$ cat src/rtl/reel_seed_gen_if.sv
// reel_seed_gen_if: game-control inputs and captured-seed outputs shared
// between the game controller (master) and the seed generator (slave).
interface reel_seed_gen_if #(
    parameter int WIDTH     = 3,
    parameter int NUM_REELS = 3
);
    logic [WIDTH-1:0]           initial_seed;
    logic                       run_game;
    logic [NUM_REELS*WIDTH-1:0] seed;
    logic                       busy;
    logic                       seed_valid;

    modport master (
        output initial_seed,
        output run_game,
        input  seed,
        input  busy,
        input  seed_valid
    );

    modport slave (
        input  initial_seed,
        input  run_game,
        output seed,
        output busy,
        output seed_valid
    );
endinterface

$ cat src/rtl/reel_seed_gen.sv
// reel_seed_gen: one free-running pseudo-random generator per reel. A rising
// edge on run_game latches the reels one after another, STAGGER cycles apart,
// so the reels stop at different times; seed_valid pulses once all are held.
module reel_seed_gen #(
    parameter int               WIDTH     = 3,
    parameter int               NUM_REELS = 3,
    parameter int               STAGGER   = 4,
    parameter int               MODE      = 0,
    parameter logic [WIDTH-1:0] TAPS      = WIDTH'(3'b110)
) (
    input  logic           clk,
    input  logic           rst_n,
    reel_seed_gen_if.slave bus
);

    localparam int TIMER_W = (STAGGER > 1) ? $clog2(STAGGER) : 1;
    localparam int IDX_W   = (NUM_REELS > 1) ? $clog2(NUM_REELS) : 1;

    localparam logic [TIMER_W-1:0] TIMER_LAST = TIMER_W'(STAGGER - 1);
    localparam logic [IDX_W-1:0]   IDX_LAST   = IDX_W'(NUM_REELS - 1);
    localparam logic [WIDTH-1:0]   ONE        = WIDTH'(1);

    typedef enum logic {
        IDLE,
        CAPTURE
    } state_t;

    state_t                     state_q;
    logic [TIMER_W-1:0]         timer_q;
    logic [IDX_W-1:0]           reelIdx_q;
    logic                       run_q;
    logic [NUM_REELS*WIDTH-1:0] seed_q;
    logic                       busy_q;
    logic                       seedValid_q;

    logic [WIDTH-1:0] gen_q  [NUM_REELS];
    logic [WIDTH-1:0] gen_d  [NUM_REELS];
    logic [WIDTH-1:0] capVal [NUM_REELS];
    logic [WIDTH-1:0] oddStep;

    // Reset value of each generator: reels start on distinct values, and the
    // LFSR start values skip the all-zero lock-up state.
    function automatic logic [WIDTH-1:0] genResetValue(input int idx);
        if (MODE == 1) begin
            return WIDTH'((idx % ((1 << WIDTH) - 1)) + 1);
        end
        return WIDTH'(idx);
    endfunction

    // Next generator value and the value each reel would capture right now.
    always_comb begin
        oddStep = bus.initial_seed | ONE;
        for (int i = 0; i < NUM_REELS; i++) begin
            gen_d[i]  = gen_q[i];
            capVal[i] = gen_q[i];
            if (MODE == 1) begin
                if (gen_q[i] == '0) begin
                    gen_d[i] = ONE;
                end else if (gen_q[i][0]) begin
                    gen_d[i] = (gen_q[i] >> 1) ^ TAPS;
                end else begin
                    gen_d[i] = gen_q[i] >> 1;
                end
                capVal[i] = gen_q[i] ^ bus.initial_seed;
            end else begin
                gen_d[i] = gen_q[i] + oddStep + WIDTH'(2 * i);
            end
        end
    end

    // Generators run freely every cycle, independent of the capture FSM.
    always_ff @(posedge clk or negedge rst_n) begin
        if (!rst_n) begin
            for (int i = 0; i < NUM_REELS; i++) begin
                gen_q[i] <= genResetValue(i);
            end
        end else begin
            for (int i = 0; i < NUM_REELS; i++) begin
                gen_q[i] <= gen_d[i];
            end
        end
    end

    // Capture FSM: start edge detection, staggered reel latching, outputs.
    always_ff @(posedge clk or negedge rst_n) begin
        if (!rst_n) begin
            state_q     <= IDLE;
            timer_q     <= '0;
            reelIdx_q   <= '0;
            run_q       <= 1'b1;
            seed_q      <= '0;
            busy_q      <= 1'b0;
            seedValid_q <= 1'b0;
        end else begin
            run_q       <= bus.run_game;
            seedValid_q <= 1'b0;
            case (state_q)
                IDLE: begin
                    if (bus.run_game && !run_q) begin
                        seed_q[0 +: WIDTH] <= capVal[0];
                        if (NUM_REELS == 1) begin
                            seedValid_q <= 1'b1;
                        end else begin
                            state_q   <= CAPTURE;
                            busy_q    <= 1'b1;
                            reelIdx_q <= IDX_W'(1);
                            timer_q   <= '0;
                        end
                    end
                end
                CAPTURE: begin
                    if (timer_q == TIMER_LAST) begin
                        timer_q   <= '0;
                        reelIdx_q <= reelIdx_q + IDX_W'(1);
                        for (int i = 0; i < NUM_REELS; i++) begin
                            if (reelIdx_q == IDX_W'(i)) begin
                                seed_q[i*WIDTH +: WIDTH] <= capVal[i];
                            end
                        end
                        if (reelIdx_q == IDX_LAST) begin
                            state_q     <= IDLE;
                            busy_q      <= 1'b0;
                            seedValid_q <= 1'b1;
                        end
                    end else begin
                        timer_q <= timer_q + TIMER_W'(1);
                    end
                end
                default: state_q <= IDLE;
            endcase
        end
    end

    assign bus.seed       = seed_q;
    assign bus.busy       = busy_q;
    assign bus.seed_valid = seedValid_q;

endmodule

$ cat src/flat_wrapper.sv
// flat-port wrapper written by rule: the top's interface ports become plain ports
module reel_seed_gen_flat 
#(
    parameter int               WIDTH     = 3,
    parameter int               NUM_REELS = 3,
    parameter int               STAGGER   = 4,
    parameter int               MODE      = 0,
    parameter logic [WIDTH-1:0] TAPS      = WIDTH'(3'b110)
)
  (clk, rst_n, bus_initial_seed, bus_run_game, bus_seed, bus_busy, bus_seed_valid);
  reel_seed_gen_if #(.WIDTH(WIDTH), .NUM_REELS(NUM_REELS)) bus_i ();
  input  logic clk;
  input  logic rst_n;
  input wire logic [$bits(bus_i.initial_seed)-1:0] bus_initial_seed;
  input wire logic [$bits(bus_i.run_game)-1:0] bus_run_game;
  output wire logic [$bits(bus_i.seed)-1:0] bus_seed;
  output wire logic [$bits(bus_i.busy)-1:0] bus_busy;
  output wire logic [$bits(bus_i.seed_valid)-1:0] bus_seed_valid;
  assign bus_i.initial_seed = bus_initial_seed;
  assign bus_i.run_game = bus_run_game;
  assign bus_seed = bus_i.seed;
  assign bus_busy = bus_i.busy;
  assign bus_seed_valid = bus_i.seed_valid;
  reel_seed_gen #(.WIDTH(WIDTH), .NUM_REELS(NUM_REELS), .STAGGER(STAGGER), .MODE(MODE), .TAPS(TAPS)) u_core (.clk(clk), .rst_n(rst_n), .bus(bus_i));
endmodule
$ cat config.mk
export PLATFORM = sky130hd
export DESIGN_NAME = reel_seed_gen_flat
export DESIGN_NICKNAME = d
export VERILOG_FILES = /design/src/rtl/reel_seed_gen_if.sv /design/src/rtl/reel_seed_gen.sv /design/src/flat_wrapper.sv
export SDC_FILE = /design/constraint.sdc
export NUM_CORES = 1
export LEC_CHECK = 0
export CORE_MARGIN = 1
export CORE_UTILIZATION = 35
export CTS_CLUSTER_SIZE = 16
export DETAILED_ROUTE_END_ITERATION = 16
export PLACE_DENSITY = 0.56
export SLEW_MARGIN = 20
export SYNTH_ARGS = -nofsm -noshare
export SYNTH_HDL_FRONTEND = slang
export SYNTH_SLANG_ARGS = --single-unit
$ cat constraint.sdc
create_clock -name clk -period 2.12 [get_ports clk]
set_input_delay 0.424 -clock clk [delete_from_list [all_inputs] [get_ports clk]]
set_output_delay 0.424 -clock clk [all_outputs]
set_load 0.01 [all_outputs]
==> impl_results.md, run 1 <==
* Status: completed
* Ys Warns at 0
* CP Cell Sequence: clkdlybuf4s50_1
* Row count at 20
* First-pass GRT wire length at 3008 µm
* Number of global-route vias before repair at between 700 and 800
* Die H at 59.01 µm
* GPL Wtd Cong at 0.6856
* Crit-path leading delay family: buffers and inverters
* Commonest non-fill, non-tap cells in the layout: dfrtp_1 (23), clkdlybuf4s50_1 (15), inv_1 (11)
* Number of synthesized register bits at 26
* Max Cap Violations at 0
* Area grow syn2layout at 21.45%
* P_leak at about 0.64 nW
* Die area at ~3500 µm²
* Worst setup SP type: flip-flop
* Initial core utilization at 36.95%
* ANT cells at 0
* Worst Setup End Kind: output port
* Worst Path Arrival at ~1.3 ns
* DR DRC count at 0
* Worst hold margin at between 0.4 and 0.5 ns
* Aggregate routed wire length at around 1700 µm
* H-tree Lvls at 1
* Cts bufs inserted at 3
* Largest family of logic cells by synthesized area: adder cells
* Cells after synthesis at 93
* Final setup violation count at 0
* Slew headroom at 70.31%
* Hold Vio Cnt, Final at 0
* Synth Area in Compound Gates at approximately 4.5%
* Clk_skew at between 0.003 and 0.004 ns
* Max Buffers Root-to-Sink at 2
* Layout cells sized above 1 at between 10% and 20%
* Total track usage at between 10 and 15%
* Initial antenna violation count at 0
* R2R Setup Slk at around 0.7 ns
* Hold/Removal Path Class: in2async
* Core Region at 3078 µm²
* Period utilization at 78.77%
* Simple-Gate Fraction of Synth Area at between 8 and 9%
* XOR/XNOR share of the synthesized area at 6.931%
* NumNets Final at approximately 130
* Post-CTS setup buffers at 0
* Antenna-violating nets left at 0
* Critical path class: reg2out
* Min Tclk post-route at 1.670 ns
* Slowest stage delay, CP at about 0.54 ns
* Synth Net Count at roughly 110
* Clock Sinks at 26
* CTS root buf: clkbuf_4
* RSZ-0062 raised after global routing: no
* Slowest CP cell: clkdlybuf4s50_1
* Setup TNS after final layout at 0 ns
* Routed vias at ~680
* Seq/Total Area, Yosys at a little under three fifths
* Vias per cell at ~4.3
* Die span in x at 59.01 µm
* CTS clk-pin slew, worst paths at around 0.14 ns
* DRT Pass-1 Iters at 4
* Hpwl dp at around 1300 µm
* CTS tree: yes
* Largest fanout on the critical path at 3
* PwrDens at between 1000 and 1500 nW/µm²
* Final Slew Violations at 0
* Synth Area in Adders at between 10% and 20%
* Crit path buf inv count at 1
* # IOs at 17
* CTS Hold Buffers Added at 0
* Largest net degree at the start of global routing at 27
* CP startpoint: u_core.bus.busy
* Worst skew pair latency at ~0.31 ns
* Distinct cells, synth at 21
* Mux share of post-synthesis cell area at slightly below 7%
* Number of port buffers at 15
* Post_cts resized at 0
* Worst reg2reg startpoint: u_core.reelIdx_q[0]
* Synthesized area per cell at 12.23 µm²
* Syn Std Cell Area at 1137 µm²
* Initial DRC count at 12
* Routed len/inst at about 11 µm
* Global route overflow at 0
* Worst Max-Slew Pin Slew at 0.4453 ns
* Leading cell type in the layout, fill and taps excluded: dfrtp_1
* Worst vdd rail ir drop at 0.7038 mV
* Data required time of the critical path at approximately 1.7 ns
* Fmax at 598.8 MHz
## sequential cells by signal, indices dropped and copies added, names as in the netlist
signal	cells
u_core.bus.busy	1
u_core.timer_q	2
u_core.bus.seed	9
u_core.run_q	1
u_core.state_q	1
u_core.reelIdx_q	2
u_core.bus.seed_valid	1
u_core.capVal	9
## per-stage QoR
stage | cells | power [W] | setup slack [ns] | cell area [µm²] | utilization [%]
3_3_place_gp | 152 | 0.001641 | 0.2547 | 1345 | 43.70
6_report | 156 | 0.001904 | 0.4501 | 1381 | 44.88
4_1_cts | 156 | 0.001938 | 0.4270 | 1381 | 44.88
2_1_floorplan | 93 | 0.001372 | 0.8084 | 1137 | -
5_1_grt | 156 | 0.002058 | 0.3791 | 1381 | 44.88
3_5_place_dp | 152 | 0.001685 | 0.2281 | 1345 | 43.70
## kinds of logic (layout without fill, tap and decap cells)
kind of cell    after synthesis  count (layout)
mux                           7               7
buf+inv                      12              31
xor+xnor                      9               9
flops                        26              26
simple gates                 20              20
fa+ha+maj                    10              10
compound gates                9               9
## worst paths after layout
kind / end / cells after the start
max: bus_busy / 1
max reg2reg: u_core.bus.seed[0] / 5
min in group clk: u_core.capVal[0] / 1
min: u_core.bus.busy / 2
max in group asynchronous: u_core.capVal[1] / 2
min reg2reg: u_core.capVal[0] / 1
## cells in the mapped netlist
cell type  instances  area (µm²)
a21oi_1            2       10.01
buf_2              1       5.000
dfrtp_1           23       575.6
dfstp_2            3       78.83
fa_1               1       20.02
ha_1               9       112.6
inv_1             11       41.29
mux2_1             2       22.52
mux2_2             5       56.30
nand2_1           10       37.54
nand2b_1           1       6.260
nand3_1            1       5.000
nand3_2            2       20.02
nor2_1             4       15.01
nor2b_1            1       6.260
nor3_1             1       5.000
o21ai_0            5       25.02
o21ai_2            1       8.760
o31ai_1            1       7.510
xnor2_1            8       70.07
xor2_1             1       8.760
## power breakdown
part / total, W / leakage, nW / internal, W / switching [W]
sequential: 0.000868 / 0.303 / 0.000710 / 0.000158
clock: 0.000244 / 0.0210 / 0.000105 / 0.000139
combinational: 0.000792 / 0.320 / 0.000450 / 0.000342
total: 0.00190 / 0.643 / 0.00126 / 0.000640
## cell type report
class	instances	area (µm²)
timing repair buffer	16	157.7
tap	44	55.05
sequential	26	654.4
fill	292	1697
inverter	11	41.29
clock buffer	4	36.28
multi-input combinational	55	436.7
## per-layer routing
layer	wire length, µm	vias up	global-route usage [%]
met5	0	-	0
met4	13	0	5.102
met3	65	2	2.402
met2	838	9	18.99
met1	803	328	14.45
li1	-	337	-
Note: power is estimated with default switching activity, not from simulation.
==> inputs of run 2 (changes only) <==
--- a/config.mk
+++ b/config.mk
@@ -9,7 +9,7 @@
 export CORE_UTILIZATION = 35
 export CTS_CLUSTER_SIZE = 16
 export DETAILED_ROUTE_END_ITERATION = 16
-export PLACE_DENSITY = 0.56
+export PLACE_DENSITY = 0.58
 export SLEW_MARGIN = 20
 export SYNTH_ARGS = -nofsm -noshare
 export SYNTH_HDL_FRONTEND = slang
==> constraint.sdc (replaced) <==
create_clock -name clk -period 1.45 [get_ports clk]
set_input_delay 0.29 -clock clk [delete_from_list [all_inputs] [get_ports clk]]
set_output_delay 0.29 -clock clk [all_outputs]
set_load 0.01 [all_outputs]
==> impl_results.md, run 2 (same netlist as run 1, synthesis figures left out) <==
* Clk_skew at 0.002544 ns (-0.001103 ns)
* Initial DRC count at 19 (+7)
* Max Buffers Root-to-Sink at 2 (unchanged)
* CTS tree: yes
* Fmax at ~750 MHz
* Die area at 3482 µm² (unchanged)
* GPL Wtd Cong at 0.7165 (+4.5%)
* First-pass GRT wire length at 3298 µm (+9.6%)
* Die H at 59.01 µm (unchanged)
* Global route overflow at 0 (unchanged)
* Initial antenna violation count at 0 (unchanged)
* Data required time of the critical path at 1.67 ns (-0.03 ns)
* Aggregate routed wire length at 1778 µm (+3.3%)
* Area grow syn2layout at 26.51%
* Routed vias at 694 (+2.7%)
* Layout cells sized above 1 at 22.03% (+7.7 points)
* Leading cell type in the layout, fill and taps excluded: dfrtp_1
* Largest fanout on the critical path at 3 (unchanged)
* Number of port buffers at 15 (unchanged)
* Routed len/inst at 10.98 µm (-0.51%)
* Final Slew Violations at 0 (unchanged)
* NumNets Final at 135 (+4.7%)
* Slowest stage delay, CP at 0.42 ns (-0.12 ns)
* P_leak at 0.7174 nW (+11%)
* Antenna-violating nets left at 0 (unchanged)
* Worst vdd rail ir drop at 0.9641 mV (+37%)
* WL met1 at 781 µm (-2.7%)
* Row count at 20 (unchanged)
* Worst Path Arrival at 1.56 ns (+0.31 ns)
* Met3 wire len at 79 µm (+22%)
* Slowest CP cell: dfrtp_1
* DR DRC count at 0 (unchanged)
* Hpwl dp at 1341 µm (+2.1%)
* Worst Max-Slew Pin Slew at 0.2529 ns (-0.1924 ns)
* Number of global-route vias before repair at 778 (+9.6%)
* Worst setup SP type: flip-flop
* PwrDens at 1929 nW/µm² (+40%)
* Core Region at 3078 µm² (unchanged)
* Worst skew pair latency at 0.32 ns (about the same)
* Period utilization at 92.43%
* Hold/Removal Path Class: in2async
* Critical path class: reg2reg
* Crit path buf inv count at 1 (unchanged)
* Hold Vio Cnt, Final at 0 (unchanged)
* Min Tclk post-route at about 1.3 ns
* Status: completed
* Final setup violation count at 0 (unchanged)
* Total track usage at 13.11% (+1.7 points)
* Met2 WL at 892 µm (+6.4%)
* CTS clk-pin slew, worst paths at 0.13 ns (about the same)
* Die span in x at 59.01 µm (unchanged)
* R2R Setup Slk at 0.11 ns (-0.61 ns)
* Design area at 1439 µm² (+4.2%)
* Initial core utilization at 36.95% (unchanged)
* Largest net degree at the start of global routing at 27 (unchanged)
* Top Layer Used: met4
* Layout fillers at 298 (+2.1%)
* Final worst slack at 0.1097 ns (-0.3403 ns)
* Max Cap Violations at 0 (unchanged)
* CTS root buf: clkbuf_4
* CTS Hold Buffers Added at 0 (unchanged)
* CP Cell Sequence: inv_1 -> ha_1 -> nand3_1 -> o21ai_2 -> mux2_2
* Worst Setup End Kind: flip-flop
* DRT Pass-1 Iters at 2 (-2)
* Vias per cell at 4.284 (-1.1%)
* Placed cell area at 1388 µm² (+3.2%)
* Crit-path leading delay family: flip-flops
* Worst slack, placed at -0.3399 ns (-0.5680 ns)
* H-tree Lvls at 1 (unchanged)
* ANT cells at 0 (unchanged)
* Clock Sinks at 26 (unchanged)
* Slew headroom at 83.14% (+13 points)
* RSZ-0062 raised after global routing: no
* Commonest non-fill, non-tap cells in the layout: dfrtp_1 (22), dlygate4sd2_1 (11), inv_1 (10), nand2_1 (10), ha_1 (8)
* Cts bufs inserted at 3 (unchanged)
* Design Power at 0.002775 W (+46%)
* # IOs at 17 (unchanged)
[run 2: timing repair]
action,in CTS,in global routing
setup buffers,1,1
setup endpoints to repair,11,4
pin swaps,0,0
resized for setup,11,5
[run 2: final timing paths]
check,depth (start not counted),start,end
max,5,u_core.reelIdx_q[1],u_core.bus.seed[0]
min in group clk,3,bus_initial_seed[1],u_core.capVal[1]
min,2,rst_n,u_core.bus.seed_valid
min reg2reg,1,u_core.capVal[0],u_core.capVal[0]
max in group asynchronous,2,rst_n,u_core.run_q
max reg2reg,5,u_core.reelIdx_q[1],u_core.bus.seed[0]
[run 2: area by class of cell]
class,count,area [µm²],share of cell area [%]
tap,44,55.05,3.826
timing repair buffer,22,203.9,14.17
inverter,11,41.29,2.870
clock buffer,4,36.28,2.522
multi-input combinational,55,446.7,31.04
sequential,26,655.6,45.57
[run 2: through the flow]
step / TNS, ns / hold WS, ns / cells / util (%)
finish: 0 / 0.2992 / 162 / 46.75
global route: 0 / 0.2867 / 162 / 46.75
floorplan: 0 / -0.005591 / 93 / -
CTS: 0 / 0.2960 / 161 / 46.06
global placement: -1.111 / 0.4457 / 156 / 45.08
detailed placement: -1.376 / 0.4372 / 156 / 45.08
[run 2: per-layer routing]
metal	GRT usage, %	vias to the layer above
met5	0	-
met3	4.803	4
met4	5.102	0
li1	-	349
met2	23.38	13
met1	14.06	328
[run 2: power by group]
| part | switching, W | total (W) | internal (W) |
|---|---|---|---|
| clock network | 0.000204 | 0.000358 | 0.000154 |
| registers | 0.000207 | 0.00125 | 0.00104 |
| logic | 0.000531 | 0.00117 | 0.000637 |
[run 2: worst reg2reg max path: cells and delay by family, from the launching register on]
kind | cells | cell delay, ns
AO/OA/AOI/OAI | 1 | 0.12
adder cells (fa/ha/maj) | 1 | 0.16
buffers and inverters | 1 | 0.10
flip-flops | 1 | 0.42
multiplexers | 1 | 0.35
AND/OR/NAND/NOR | 1 | 0.09
